[config.mk]
export PLATFORM = sky130hd
export DESIGN_NAME = fec_mem_engine
export DESIGN_NICKNAME = d
export VERILOG_FILES = /design/src/rtl/fec_mem_engine.sv
export SDC_FILE = /design/constraint.sdc
export NUM_CORES = 1
export LEC_CHECK = 0
export ABC_AREA = 1
export ABC_CLOCK_PERIOD_IN_PS = 4800
export CAP_MARGIN = 25
export CORE_AREA = 2 2 89 91
export DETAILED_ROUTE_END_ITERATION = 6
export DIE_AREA = 0 0 91 93
export PLACE_DENSITY = 0.8
export SYNTH_ARGS = -nofsm -noshare
export SYNTH_HDL_FRONTEND = slang
export SYNTH_SLANG_ARGS = --single-unit
[constraint.sdc]
create_clock -name clk -period 4.8 [get_ports clk]
set_input_delay 0.72 -clock clk [delete_from_list [all_inputs] [get_ports clk]]
set_output_delay 0.72 -clock clk [all_outputs]
set_load 0.05 [all_outputs]
[src/rtl/fec_mem_engine.sv]
// fec_mem_engine: block-oriented Hamming SECDED (16,11) encoder/decoder that
// walks num_words little-endian 16-bit words from SRC_BASE, converts each one
// and writes it to DST_BASE over a synchronous single-port byte memory.
//
// Ports
//   clk        system clock, rising edge
//   reset      asynchronous reset, active low
//   start      one-cycle request, honoured only in IDLE or DONE
//   mode       0 = ENCODE, 1 = DECODE (latched on start)
//   num_words  block length, clamped to MAX_WORDS (latched on start)
//   mem_addr   memory byte address
//   mem_wr_en  memory write strobe
//   mem_wdata  memory write data
//   mem_rdata  memory read data, one cycle after mem_addr
//   busy       block in progress
//   done       block complete, held until the next start
//   corr_count DECODE words with a corrected single error (saturating)
//   dbl_count  DECODE words with a detected double error (saturating)
//
// state | meaning
// IDLE  | waiting for start after reset
// RLO   | source low byte address on the bus
// RHI   | source high byte address on the bus, low byte arriving
// CAP   | high byte arriving, result computed
// WLO   | writing result low byte
// WHI   | writing result high byte, advance word index
// DONE  | block finished, done held, waiting for start
module fec_mem_engine #(
   parameter int ADDR_W    = 8,
   parameter int MAX_WORDS = 15,
   parameter int SRC_BASE  = 0,
   parameter int DST_BASE  = 30,
   localparam int CNT_W    = $clog2(MAX_WORDS + 1)
) (
   input  logic              clk,
   input  logic              reset,
   input  logic              start,
   input  logic              mode,
   input  logic [CNT_W-1:0]  num_words,
   output logic [ADDR_W-1:0] mem_addr,
   output logic              mem_wr_en,
   output logic [7:0]        mem_wdata,
   input  logic [7:0]        mem_rdata,
   output logic              busy,
   output logic              done,
   output logic [CNT_W-1:0]  corr_count,
   output logic [CNT_W-1:0]  dbl_count
);

   typedef enum logic [2:0] {IDLE, RLO, RHI, CAP, WLO, WHI, DONE} state_t;

   localparam logic [CNT_W-1:0] MAX_CNT = CNT_W'(MAX_WORDS);

   state_t           state;
   logic             mode_q;
   logic [CNT_W-1:0] nw_q;
   logic [CNT_W-1:0] idx;
   logic [CNT_W-1:0] idx_nxt;
   logic [7:0]       lo_q;
   logic [7:0]       res_hi_q;

   logic [15:0] cw;
   logic [15:0] fixed;
   logic [3:0]  syn;
   logic        overall;
   logic [1:0]  flags;
   logic [15:0] result;

   function automatic logic [15:0] encode(input logic [10:0] m);
      logic [15:0] c;
      c       = '0;
      c[3]    = m[0];
      c[7:5]  = m[3:1];
      c[15:9] = m[10:4];
      c[1]    = c[3] ^ c[5] ^ c[7] ^ c[9]  ^ c[11] ^ c[13] ^ c[15];
      c[2]    = c[3] ^ c[6] ^ c[7] ^ c[10] ^ c[11] ^ c[14] ^ c[15];
      c[4]    = c[5] ^ c[6] ^ c[7] ^ c[12] ^ c[13] ^ c[14] ^ c[15];
      c[8]    = ^c[15:9];
      c[0]    = ^c[15:1];
      return c;
   endfunction

   // Byte address of word i (hi selects the upper byte), wrapping at 2^ADDR_W.
   function automatic logic [ADDR_W-1:0] byte_addr(input int base,
                                                   input logic [CNT_W-1:0] i,
                                                   input logic hi);
      return ADDR_W'(base) + ADDR_W'({i, hi});
   endfunction

   assign idx_nxt = idx + 1'b1;

   // Result is computed in CAP from the captured low byte and the high byte
   // currently on mem_rdata, so it can be registered straight into WLO.
   always_comb begin
      cw      = {mem_rdata, lo_q};
      syn     = '0;
      for (int k = 1; k < 16; k++) begin
         if (cw[k]) syn = syn ^ 4'(k);
      end
      overall = ^cw;
      fixed   = cw;
      if (overall) fixed[syn] = ~fixed[syn];
      flags   = 2'b00;
      if (overall)          flags = 2'b01;
      else if (syn != 4'd0) flags = 2'b10;
      if (mode_q)
         result = {flags, 3'b000, fixed[15:9], fixed[7:5], fixed[3]};
      else
         result = encode({mem_rdata[2:0], lo_q});
   end

   always_ff @(posedge clk or negedge reset) begin
      if (!reset) begin
         state      <= IDLE;
         mode_q     <= 1'b0;
         nw_q       <= '0;
         idx        <= '0;
         lo_q       <= '0;
         res_hi_q   <= '0;
         mem_addr   <= '0;
         mem_wr_en  <= 1'b0;
         mem_wdata  <= '0;
         busy       <= 1'b0;
         done       <= 1'b0;
         corr_count <= '0;
         dbl_count  <= '0;
      end else begin
         case (state)
            IDLE, DONE: begin
               if (start) begin
                  done       <= 1'b0;
                  busy       <= 1'b1;
                  corr_count <= '0;
                  dbl_count  <= '0;
                  mode_q     <= mode;
                  nw_q       <= (num_words > MAX_CNT) ? MAX_CNT : num_words;
                  idx        <= '0;
                  mem_addr   <= byte_addr(SRC_BASE, '0, 1'b0);
                  state      <= RLO;
               end
            end
            RLO: begin
               // Empty block: finish without touching memory.
               if (nw_q == '0) begin
                  done  <= 1'b1;
                  busy  <= 1'b0;
                  state <= DONE;
               end else begin
                  mem_addr <= byte_addr(SRC_BASE, idx, 1'b1);
                  state    <= RHI;
               end
            end
            RHI: begin
               lo_q  <= mem_rdata;
               state <= CAP;
            end
            CAP: begin
               mem_addr  <= byte_addr(DST_BASE, idx, 1'b0);
               mem_wr_en <= 1'b1;
               mem_wdata <= result[7:0];
               res_hi_q  <= result[15:8];
               if (mode_q && flags == 2'b01 && corr_count != MAX_CNT)
                  corr_count <= corr_count + 1'b1;
               if (mode_q && flags == 2'b10 && dbl_count != MAX_CNT)
                  dbl_count <= dbl_count + 1'b1;
               state <= WLO;
            end
            WLO: begin
               mem_addr  <= byte_addr(DST_BASE, idx, 1'b1);
               mem_wdata <= res_hi_q;
               state     <= WHI;
            end
            WHI: begin
               mem_wr_en <= 1'b0;
               idx       <= idx_nxt;
               if (idx_nxt == nw_q) begin
                  done  <= 1'b1;
                  busy  <= 1'b0;
                  state <= DONE;
               end else begin
                  mem_addr <= byte_addr(SRC_BASE, idx_nxt, 1'b0);
                  state    <= RLO;
               end
            end
            default: state <= IDLE;
         endcase
      end
   end

endmodule
-- Word-level counts from Yosys, hierarchy flattened
Cells that the tools add are included.
- bits of input ports: 16
- word-level logic and storage cells: 145
- output and inout bits: 27
- flip-flop bits (word level): 55
- multiplexer cells: 49
- bitwise gates (word level): 33
- add/subtract/negate cells: 5
- magnitude comparators: 3
- equality and inequality tests: 18
- reductions and logical operators: 24
- operator list (kind ; count):
    2-to-1 mux 4 bit ; 12
    case mux 8 bit (5 select lines) ; 1
    2-to-1 mux 16 bit ; 2
    2-to-1 mux 8 bit ; 3
    case mux 4 bit (2 select lines) ; 3
    2-to-1 mux 3 bit ; 7
    case mux 3 bit (6 select lines) ; 1
    XOR 1 bit ; 18
    bitwise mux 16 bit ; 1
    case mux 8 bit (2 select lines) ; 1
    XOR reduction 16 bit ; 1
    XOR reduction 15 bit ; 1
    inequality test 2 bit (second input constant) ; 7
    adder 4 x 1 -> 4 bit (second input constant) ; 3
    adder 5 x 5 -> 6 bit (first input constant) ; 2
    inverter 2 bit ; 6
    inverter 3 bit ; 4
    equality test 3 bit (second input constant) ; 3
    2-to-1 mux 1 bit ; 9
    2-to-1 mux 2 bit ; 4
    inequality test 4 bit (second input constant) ; 2
    AND reduction 4 bit ; 2
    nonzero test 2 bit ; 4
    XOR reduction 7 bit ; 1
    24 further kinds ; 34

-- Longest topological paths before layout
Gate-level depths: netlist of the first run.
- depth after elaboration: 34
- mapped depth: 22

-- Worst setup path before layout of the first run
Ideal clock, no wire load.
- path type: input -> register
- start: input port mem_rdata[1]
- end: register mem_wdata[3]
- buffers on the path: 2
- arrival time: 2.254 ns
- setup slack: 2.429 ns
- data required time: 4.682 ns
- stages on the path: 22
- path through: buf_4 > nand2_1 > inv_1 > nor2_1 > nand2_1 > nand2_1 > nand2_1 > nand3_1 > nand2_2 > nand2_1 > nand2_1 > nand2_1 > nand2_1 > nand2_1 > nand2_1 > nor2_2 > buf_6 > nand2_1 > nand2_1 > nand2_1 > nand2_1 > nand2_1
- cells in the longest elaborated chain, start to end: 21
- elaborated cells between the ends (all ways): 26
- ends and longest elaborated chain (item ; line ; RTL):
    start, declared ; 43 ; input logic [7:0] mem_rdata,
    2-to-1 mux 4 bit ; 98 ; if (cw[k]) syn = syn ^ 4'(k);
    inverter 2 bit (no line) ; n/a ;
    2-to-1 mux 4 bit ; 98 ;
    inverter 3 bit (no line) ; n/a ;
    2-to-1 mux 4 bit ; 98 ;
    inverter 2 bit (no line) ; n/a ;
    2-to-1 mux 4 bit ; 98 ;
    inverter 3 bit (no line) ; n/a ;
    (+5 left out) ; n/a ;
    less-than comparator 4 x 5 -> 1 bit (not written as such) / greater-or-equal comparator 4 x 1 -> 1 bit (equally long branches) ; 102 ; if (overall) fixed[syn] = ~fixed[syn];
    logical AND 1 bit (not written as such) ; 102 ;
    2-to-1 mux 1 bit (not written as such) ; 102 ;
    demux 1 bit (select 4 bit) ; 102 ;
    bitwise mux 16 bit ; 102 ;
    2-to-1 mux 16 bit * ; 102 ;
    2-to-1 mux 16 bit * ; 106 ; if (mode_q)
    case mux 8 bit (2 select lines) * ; 128 ; case (state)
    end signal, assigned ; 160 ; mem_wdata <= result[7:0];
    end signal, assigned ; 170 ; mem_wdata <= res_hi_q;
    end, declared ; 42 ; output logic [7:0] mem_wdata,
Every way passes the cells marked *; elsewhere a longest branch is shown, timed or not. The select of a mux whose other input is x is not followed.
A chain may end at the register's enable or synchronous reset.

-- Worst setup path after layout of the first run
- start: input port mem_rdata[1]
- end: register res_hi_q[0]
- cells in the longest elaborated chain, start to end: 20
- elaborated cells between the ends (all ways): 26
- ends and longest elaborated chain (item ; line ; RTL):
    2-to-1 mux 4 bit ; 98 ;
    inverter 2 bit (no line) ; n/a ;
    2-to-1 mux 4 bit ; 98 ;
    inverter 3 bit (no line) ; n/a ;
    2-to-1 mux 4 bit ; 98 ;
    inverter 2 bit (no line) ; n/a ;
    2-to-1 mux 4 bit ; 98 ;
    inverter 3 bit (no line) ; n/a ;
    (+4 left out) ; n/a ;
    2-to-1 mux 4 bit ; 98 ;
    less-than comparator 4 x 5 -> 1 bit (not written as such) / greater-or-equal comparator 4 x 1 -> 1 bit (equally long branches) ; 102 ;
    logical AND 1 bit (not written as such) ; 102 ;
    2-to-1 mux 1 bit (not written as such) ; 102 ;
    demux 1 bit (select 4 bit) ; 102 ;
    bitwise mux 16 bit ; 102 ;
    2-to-1 mux 16 bit ; 102 ;
    2-to-1 mux 16 bit * ; 106 ;
    end signal, assigned ; 161 ; res_hi_q <= result[15:8];
    end, declared ; 60 ; logic [7:0] res_hi_q;
Marks and branches as above.

==> results of run 1 <==
[area by class of cell]
| class | count | area, um2 |
|---|---|---|
| multi-input combinational | 392 | 2010 |
| fill | 755 | 3340 |
| clock inverter | 2 | 13.8 |
| timing repair buffer | 43 | 415 |
| inverter | 61 | 229 |
| tap | 102 | 128 |
| clock buffer | 6 | 72.6 |
| sequential | 53 | 1330 |
[sequential cells by signal (all words and copies together) (netlist names)]
name and flops:
state 3, done 1, corr_count 4, mem_addr 6, res_hi_q 8, mode_q 1
mem_wr_en 1, lo_q 8, dbl_count 4, busy 1, mem_wdata 8, idx 4
nw_q 4
[final timing paths]
path / slack [ns] / cells after the start / end / startpoint
min: 0.49 / 2 / busy / busy
max: 1.70 / 18 / res_hi_q[0] / mem_rdata[1]
min in group asynchronous: 0.52 / 2 / mem_addr[3] / reset
min reg2reg: 0.49 / 2 / busy / busy
max reg2reg: 2.17 / 18 / res_hi_q[0] / lo_q[3]
max in group asynchronous: 3.84 / 2 / lo_q[3] / reset
[stage by stage]
step	cell area [um2]	utilization
floorplan	3660	-
global placement	4100	0.545
detailed placement	4100	0.545
CTS	4190	0.556
global route	4190	0.557
finish	4190	0.557
[layer usage]
| metal | vias up | wire, um | GRT usage |
|---|---|---|---|
| li1 | 1698 | - | - |
| met1 | 1672 | 3830 | 0.282 |
| met2 | 108 | 4440 | 0.400 |
| met3 | 25 | 418 | 0.0322 |
| met4 | 0 | 248 | 0.0795 |
| met5 | - | 0 | 0 |
[cells in the mapped netlist (2+ instances only)]
library cell / n
nand2_1: 154
nor2_1: 63
inv_1: 55
dfrtp_1: 53
nand3_1: 40
o21ai_0: 35
xnor2_1: 20
a21oi_1: 19
xor2_1: 18
clkbuf_1: 7
buf_2: 5
nand2_2: 5
buf_4: 4
ha_1: 4
inv_2: 4
xnor2_2: 4
mux2_2: 3
nand4_1: 3
o22ai_1: 3
xor2_2: 3
clkinv_1: 2
o21a_1: 2
o221ai_1: 2
or2_2: 2
[worst max-delay path: cells and delay by family]
family | cells | cell delay (ns)
AOI/OAI and AO/OA | 1 | 0.21
buffers and inverters | 2 | 0.82
and+or+nand+nor | 15 | 1.57
[kinds of logic after synthesis]
kind of cell               synth area share
buffers and inverters                0.0894
DFF                                   0.363
and+or+nand+nor                       0.304
muxes                               0.00924
AOI/OAI and AO/OA                    0.0972
other                               0.00103
xor gates and xnor gates              0.122
adders and majority gates            0.0137
==> impl_metrics.csv, run 1 <==
group,metric,value,unit
logic_synthesis,yosysWarnings,0,
global_route,grt_first_pass_wirelength,15700,um
global_route,grt_pass1_vias,3458,
drt,drt-total-wl,8930,um
sta,hold_viol_final,0,
worst_hold_path,hp-class,"reg -> reg",
logic_synthesis,synth_edf_count,0,
global_route,grt_max_degree,54,
worst_setup_path,worstPathArrival,3.31,ns
layout,layout_common_cells,"nand2_1 (154), nor2_1 (63), inv_1 (55)",
logic_synthesis,synthTopCellsByArea,"dfrtp_1 (36%), nand2_1 (16%), nor2_1 (6.5%)",
sta,relSlewSlack,0.553,
sta,fin_ws,1.70,ns
logic_synthesis,synth_cell_types,37,
logic_synthesis,ys_seq_area_frac,0.363,
logic_synthesis,syn_area,0.00365,mm2
clock_tree,cts_tree,"built",
sta,tns,0,ns
sta,setup_viol,0,
global_route,track_usage,0.226,
drt,first_pass_iters,5,
logic_synthesis,yosysTopAreaCellShare,0.363,
worst_setup_path,path_class,"in -> reg",
clock_tree,cts_hold_buf,0,
clock_tree,numCtsBuffers,5,
layout,syn_to_final_growth,14.7,%
layout,diodes,0,
worst_setup_path,crit_path_start_kind,"input pin",
place,portBuffers,40,
floorplan,coreArea,0.00753,mm2
drt,viasPerCell,5.32,
sta,clock_skew,0.00524,ns
logic_synthesis,synthCells,523,
drt,drtIter0Drc,286,
floorplan,die_w,91,um
drt,antenna_left,0,
floorplan,start_util,0.486,
layout,layout_commonest_cell,"nand2_1",
worst_setup_path,critical-path-max-stage-delay,0.68,ns
global_route,grt_antenna_before_repair,0,
drt,wire_per_inst,13.6,um
clock_tree,cts.sinks,53,
drt,num_vias,3503,
clock_tree,insertion_delay,0.31,ns
logic_synthesis,yosysTopAreaCell,"dfrtp_1",
sta,clock.fmax,323,MHz
sta,hold_ws,0.487,ns
place,place_congestion,0.914,
layout,nets,576,
global_route,grt_overflow,0,
logic_synthesis,synth_seq_cells,53,
sta,worst_pin_slew,0.671,ns
worst_setup_path,path_max_fanout,11,
drt,drcViolationCount,0,
sta,drv_slew,0,
worst_setup_path,crit_slowest_cell,"clkdlybuf4s50_1",
place,dp_hpwl,6740,um
floorplan,rows,32,
clock_tree,clockRootBuffer,"clkbuf_8",
worst_setup_path,cp.required,5.01,ns
place,dp_cells,650,
floorplan,fp.dieH,93,um
place,pre_cts_ws,1.44,ns
worst_setup_path,path_common_cell,"nand2_1",
floorplan,io-pin-count,43,
status,status,"complete, no violations",
sta,rsz0062_at_grt,"false",
worst_setup_path,path_cells,"clkdlybuf4s50_1 > inv_1 > nand2_1 > nand2_1 > nand2_1 > nand3_1 > nand3_1 > nand2_1 > nand2_1 > nand2_1 > nand2_1 > nand2_1 > nand2_1 > nand2_1 > nor2_2 > nand2_1 > a21oi_1 > nor2_1",
clock_tree,cts.clk_slew.worst_paths,0.10,ns
clock_tree,cts_max_path_buffers,2,
logic_synthesis,async_flop_share,1.00,
clock_tree,cts_resized,0,
sta,period_share,0.646,
layout,drive_gt1_frac,0.0610,
logic_synthesis,ys.flop_type,"dfrtp_1",
logic_synthesis,synth.avg_cell_area,6.99,um2
clock_tree,ctsHtreeMaxLevel,2,
clock_tree,postCtsSetupBuffers,0,
run,drv_cap,0,
worst_setup_path,crit_path_end_kind,"register",
layout,stdcell_count,659,
sta,fin_crit,3.10,ns
floorplan,die-area,0.00846,mm2
Power of run 1 is left out: the tool's default activity adds up to more than one toggle a clock period on the data nets, which glitch-free logic cannot reach.
==> run 2: changes to the inputs <==
- ABC_CLOCK_PERIOD_IN_PS: 4800 -> 3100
- clock period: 4.8 -> 3.1 ns (I/O delays scaled with it)
==> run 2 against run 1 <==
Against the previous run: flip-flop and latch count unchanged; critical path depth increased by 3; design area increased by 1.0%; core utilization increased by 0.57 points; register-to-register slack got worse by 1.6 ns; worst hold slack got worse by 0.42 ns; highest routed layer unchanged; clock-buffer cell count decreased by 1; setup slack got worse by 1.3 ns; non-clock buffer count increased by 4; via count increased by 0.54%; largest cell class unchanged; global-route usage decreased by 0.16 points; critical endpoint is now mem_wdata[7]; wire length increased by 2.1%; critical path type unchanged.
==> impl_metrics.csv, run 2 (synthesis gave the netlist of run 1 again) <==
group,metric,value,unit
floorplan,die_w,91,um
layout,diodes,0,
sta,drv_slew,0,
clock_tree,ctsHtreeMaxLevel,2,
clock_tree,cts_max_path_buffers,2,
global_route,track_usage,0.224,
sta,fin_crit,2.66,ns
floorplan,start_util,0.486,
status,status,"complete, no violations",
worst_setup_path,critical-path-max-stage-delay,0.52,ns
layout,layout_commonest_cell,"nand2_1",
global_route,grt_antenna_before_repair,0,
layout,nets,580,
drt,viasPerCell,5.31,
worst_setup_path,cp_top_family,"simple AND/OR/NAND/NOR gates",
sta,tns,0,ns
place,portBuffers,40,
worst_setup_path,path_cells,"clkdlybuf4s50_1 > inv_1 > nand2_1 > nand2_1 > nand2_1 > nand2_1 > nand2_1 > nand3_1 > nand2_1 > nand2_1 > nand2_1 > nand2_1 > nand2_1 > nand2_1 > nand2_1 > nor2_4 > nand2_1 > nand2_1 > nand2_1 > nand2_1 > nand2_1",
sta,worst_pin_slew,0.585,ns
drt,antenna_left,0,
worst_setup_path,crit_slowest_cell,"clkdlybuf4s50_1",
worst_setup_path,path_common_cell,"nand2_1",
clock_tree,cts.clk_slew.worst_paths,0.11,ns
floorplan,fp.dieH,93,um
place,dp_hpwl,7040,um
run,drv_cap,0,
clock_tree,cts.sinks,53,
sta,hold_viol_final,0,
place,place_congestion,0.878,
worst_setup_path,crit_start,"mem_rdata[1]",
worst_setup_path,path_class,"in -> reg",
sta,fin_ws,0.445,ns
sta,relSlewSlack,0.609,
place,pre_cts_ws,0.0604,ns
layout,drive_gt1_frac,0.0695,
worst_setup_path,crit_path_end_kind,"register",
worst_setup_path,cp.required,3.32,ns
drt,first_pass_iters,5,
worst_setup_path,worstPathArrival,2.87,ns
global_route,grt_overflow,0,
layout,layout_common_cells,"nand2_1 (154), nor2_1 (63), inv_1 (55)",
drt,drcViolationCount,0,
drt,drt-total-wl,9120,um
clock_tree,cts_hold_buf,0,
clock_tree,insertion_delay,0.32,ns
clock_tree,cts_tree,"built",
layout,reg_top3,"lo_q (8), mem_wdata (8), res_hi_q (8)",
worst_setup_path,path_max_fanout,11,
drt,drtIter0Drc,180,
clock_tree,clockRootBuffer,"clkbuf_8",
global_route,grt_max_degree,35,
drt,wire_per_inst,13.7,um
drt,num_vias,3522,
sta,period_share,0.857,
worst_hold_path,hp-class,"in -> async",
sta,clock_skew,0.00892,ns
clock_tree,numCtsBuffers,5,
worst_setup_path,worst-path-buf-inv,2,
worst_setup_path,r2r-start,"lo_q[7]",
sta,rsz0062_at_grt,"false",
floorplan,rows,32,
global_route,grt_pass1_vias,3454,
floorplan,die-area,0.00846,mm2
layout,syn_to_final_growth,15.8,%
sta,clock.fmax,377,MHz
worst_setup_path,crit_path_start_kind,"input pin",
sta,setup_viol,0,
floorplan,coreArea,0.00753,mm2
global_route,grt_first_pass_wirelength,15500,um
floorplan,io-pin-count,43,
==> run 2: path summary, 6_finish.rpt <==
kind / end / slack, ns / cells after the start
max in group asynchronous: corr_count[1] / 2.23 / 2
max: mem_wdata[7] / 0.44 / 21
min reg2reg: busy / 0.48 / 2
min: mem_addr[2] / 0.07 / 1
max reg2reg: mem_wdata[7] / 0.57 / 20
min in group clk: busy / 0.48 / 2
==> run 2: what timing repair did <==
action | 4_1_cts | 5_1_grt
setup buffers | 0 | 0
setup endpoints to repair | 0 | 1
resized for setup | 0 | 1
==> run 2: cell type report <==
| cell class | instances | area (um2) |
|---|---|---|
| fillers | 726 | 3290 |
| multi-input cells | 392 | 2010 |
| flip-flops and latches | 53 | 1330 |
| repair buffers | 47 | 445 |
| inverters | 61 | 229 |
| well taps | 102 | 128 |
| clock buffers | 5 | 68.8 |
| clock inverters | 3 | 25.0 |
==> run 2: per-stage QoR <==
stage / hold WS, ns / cell area [um2] / std cells / utilization
floorplan: 0.169 / 3660 / 524 / -
global placement: 0.427 / 4130 / 654 / 0.549
detailed placement: 0.440 / 4130 / 655 / 0.549
CTS: 0.0878 / 4230 / 663 / 0.562
global route: 0.113 / 4230 / 663 / 0.562
finish: 0.0693 / 4230 / 663 / 0.562
==> run 2: layer usage <==
| metal | vias up | track usage | wire length (um) |
|---|---|---|---|
| li1 | 1706 | - | - |
| met1 | 1658 | 0.269 | 3790 |
| met2 | 132 | 0.406 | 4620 |
| met3 | 26 | 0.0314 | 442 |
| met4 | 0 | 0.0909 | 261 |
| met5 | - | 0 | 0 |
Power of run 2 is left out for the same reason.
==> run 3: changes to the inputs <==
- ABC_CLOCK_PERIOD_IN_PS: 3100 -> not set
- CORE_AREA: 2 2 89 91 -> 2 2 85 95
- CTS_BUF_LIST: not set -> sky130_fd_sc_hd__clkbuf_2
- DIE_AREA: 0 0 91 93 -> 0 0 87 97
==> run 3 against run 2 <==
Against the previous run: clock-buffer cell count did not move; register-to-register slack worse by 0.11 ns; design area shrank 1.1%; first-iteration DRC count grew 27%; die area shrank 0.28%; highest routed layer is now met5.
==> impl_metrics.csv, run 3 (synthesis gave the netlist of run 1 again) <==
group,metric,value,unit
status,status,"complete, no violations",
global_route,grt_pass1_vias,3491,
sta,relSlewSlack,0.582,
worst_setup_path,path_max_fanout,11,
floorplan,io-pin-count,43,
floorplan,fp.dieH,97,um
layout,diodes,0,
sta,drv_slew,0,
worst_setup_path,crit_path_end_kind,"register",
global_route,track_usage,0.235,
layout,syn_to_final_growth,14.5,%
sta,hold_viol_final,0,
floorplan,rows,33,
drt,drt-total-wl,9000,um
sta,period_share,0.851,
clock_tree,postCtsSetupBuffers,0,
drt,drtIter0Drc,228,
worst_hold_path,hp-class,"in -> async",
clock_tree,cts.sinks,53,
sta,setup_viol,0,
sta,clock.fmax,379,MHz
clock_tree,clockRootBuffer,"clkbuf_2",
floorplan,start_util,0.494,
clock_tree,ctsHtreeMaxLevel,2,
clock_tree,cts_hold_buf,1,
clock_tree,numCtsBuffers,5,
clock_tree,cts_max_path_buffers,2,
global_route,grt_first_pass_wirelength,15900,um
layout,nets,582,
worst_setup_path,worstPathArrival,3.05,ns
drt,first_pass_iters,4,
drt,viasPerCell,5.29,
worst_setup_path,cp.required,3.51,ns
sta,worst_pin_slew,0.625,ns
clock_tree,cts_resized,0,
global_route,grt_overflow,0,
worst_setup_path,crit_path_start_kind,"register",
sta,clock_skew,0.0219,ns
clock_tree,insertion_delay,0.46,ns
floorplan,coreArea,0.00739,mm2
layout,layout_common_cells,"nand2_1 (154), nor2_1 (63), inv_1 (55)",
worst_setup_path,path_class,"reg -> reg",
floorplan,die_w,87,um
global_route,grt_antenna_before_repair,1,
drt,drcViolationCount,0,
layout,fillers,698,
layout,reg_top3,"lo_q (8), mem_wdata (8), res_hi_q (8)",
clock_tree,cts_tree,"built",
sta,fin_crit,2.64,ns
worst_setup_path,rrSetupSlack,0.46,ns
drt,wire_per_inst,13.8,um
clock_tree,cts.clk_slew.worst_paths,0.29,ns
global_route,grt_max_degree,34,
drt,num_vias,3439,
layout,fin_util,0.566,
place,dp_hpwl,7040,um
drt,antenna_left,0,
floorplan,die-area,0.00844,mm2
sta,tns,0,ns
sta,rsz0062_at_grt,"false",
layout,drive_gt1_frac,0.0710,
place,portBuffers,40,
run,drv_cap,0,
place,place_congestion,0.944,
layout,layout_commonest_cell,"nand2_1",
## run 3: cell count changes in the layout (fill, tap and decap cells not counted), sizes merged
cell and change:
clkinvlp +1, clkinv -1, clkbuf +1, dlygate4sd3 +1
## run 3: area by class of cell
cell class / instances / area, um2 / area share
multi-input cells: 392 / 2010 / 0.479
repair buffers: 49 / 465 / 0.111
inverters: 61 / 229 / 0.0547
clock buffers: 5 / 25.0 / 0.00598
clock inverters: 3 / 26.3 / 0.00628
well taps: 87 / 109 / 0.0260
flip-flops and latches: 53 / 1330 / 0.317
## run 3: through the flow
step | worst slack (ns) | hold WS [ns] | cells | area [um2]
4_1_cts | 0.361 | 0.424 | 649 | 4180
3_5_place_dp | 0.0420 | 0.450 | 640 | 4120
5_1_grt | 0.164 | 0.429 | 650 | 4190
2_1_floorplan | 0.984 | 0.169 | 524 | 3660
6_report | 0.463 | 0.434 | 650 | 4190
3_3_place_gp | 0.0683 | 0.444 | 640 | 4120
## run 3: final timing paths
path | from | endpoint | depth (start not counted)
worst max register to register | lo_q[7] | mem_wdata[1] | 19
max in group asynchronous | reset | mem_wdata[6] | 3
min in group clk | mem_wdata[1] | mem_wdata[1] | 2
worst min register to register | mem_wdata[1] | mem_wdata[1] | 2
worst min-delay path | reset | nw_q[2] | 2
worst max-delay path | lo_q[7] | mem_wdata[1] | 19
## run 3: worst max-delay path: stages, from the launching register on
cell     delay [ns]
dfrtp_1        0.69
nand2_1        0.13
nand2_1        0.09
nand2_1        0.08
nand2_1        0.09
nand2_1        0.10
nand3_1        0.15
nand2_1        0.14
nand2_1        0.09
nand2_1        0.06
nand2_1        0.05
nand2_1        0.07
nand2_1        0.06
nand2_1        0.06
nor2_2         0.37
nand2_1        0.10
nand2_1        0.07
nand2_1        0.07
nand2_1        0.07
nand2_1        0.04
## run 3: routing by layer
layer | vias up | GRT usage | wire, um
li1 | 1711 | - | -
met1 | 1592 | 0.294 | 3740
met2 | 102 | 0.395 | 4510
met3 | 32 | 0.0427 | 438
met4 | 2 | 0.0950 | 294
met5 | - | 0 | 13
Power of run 3 is left out for the same reason.
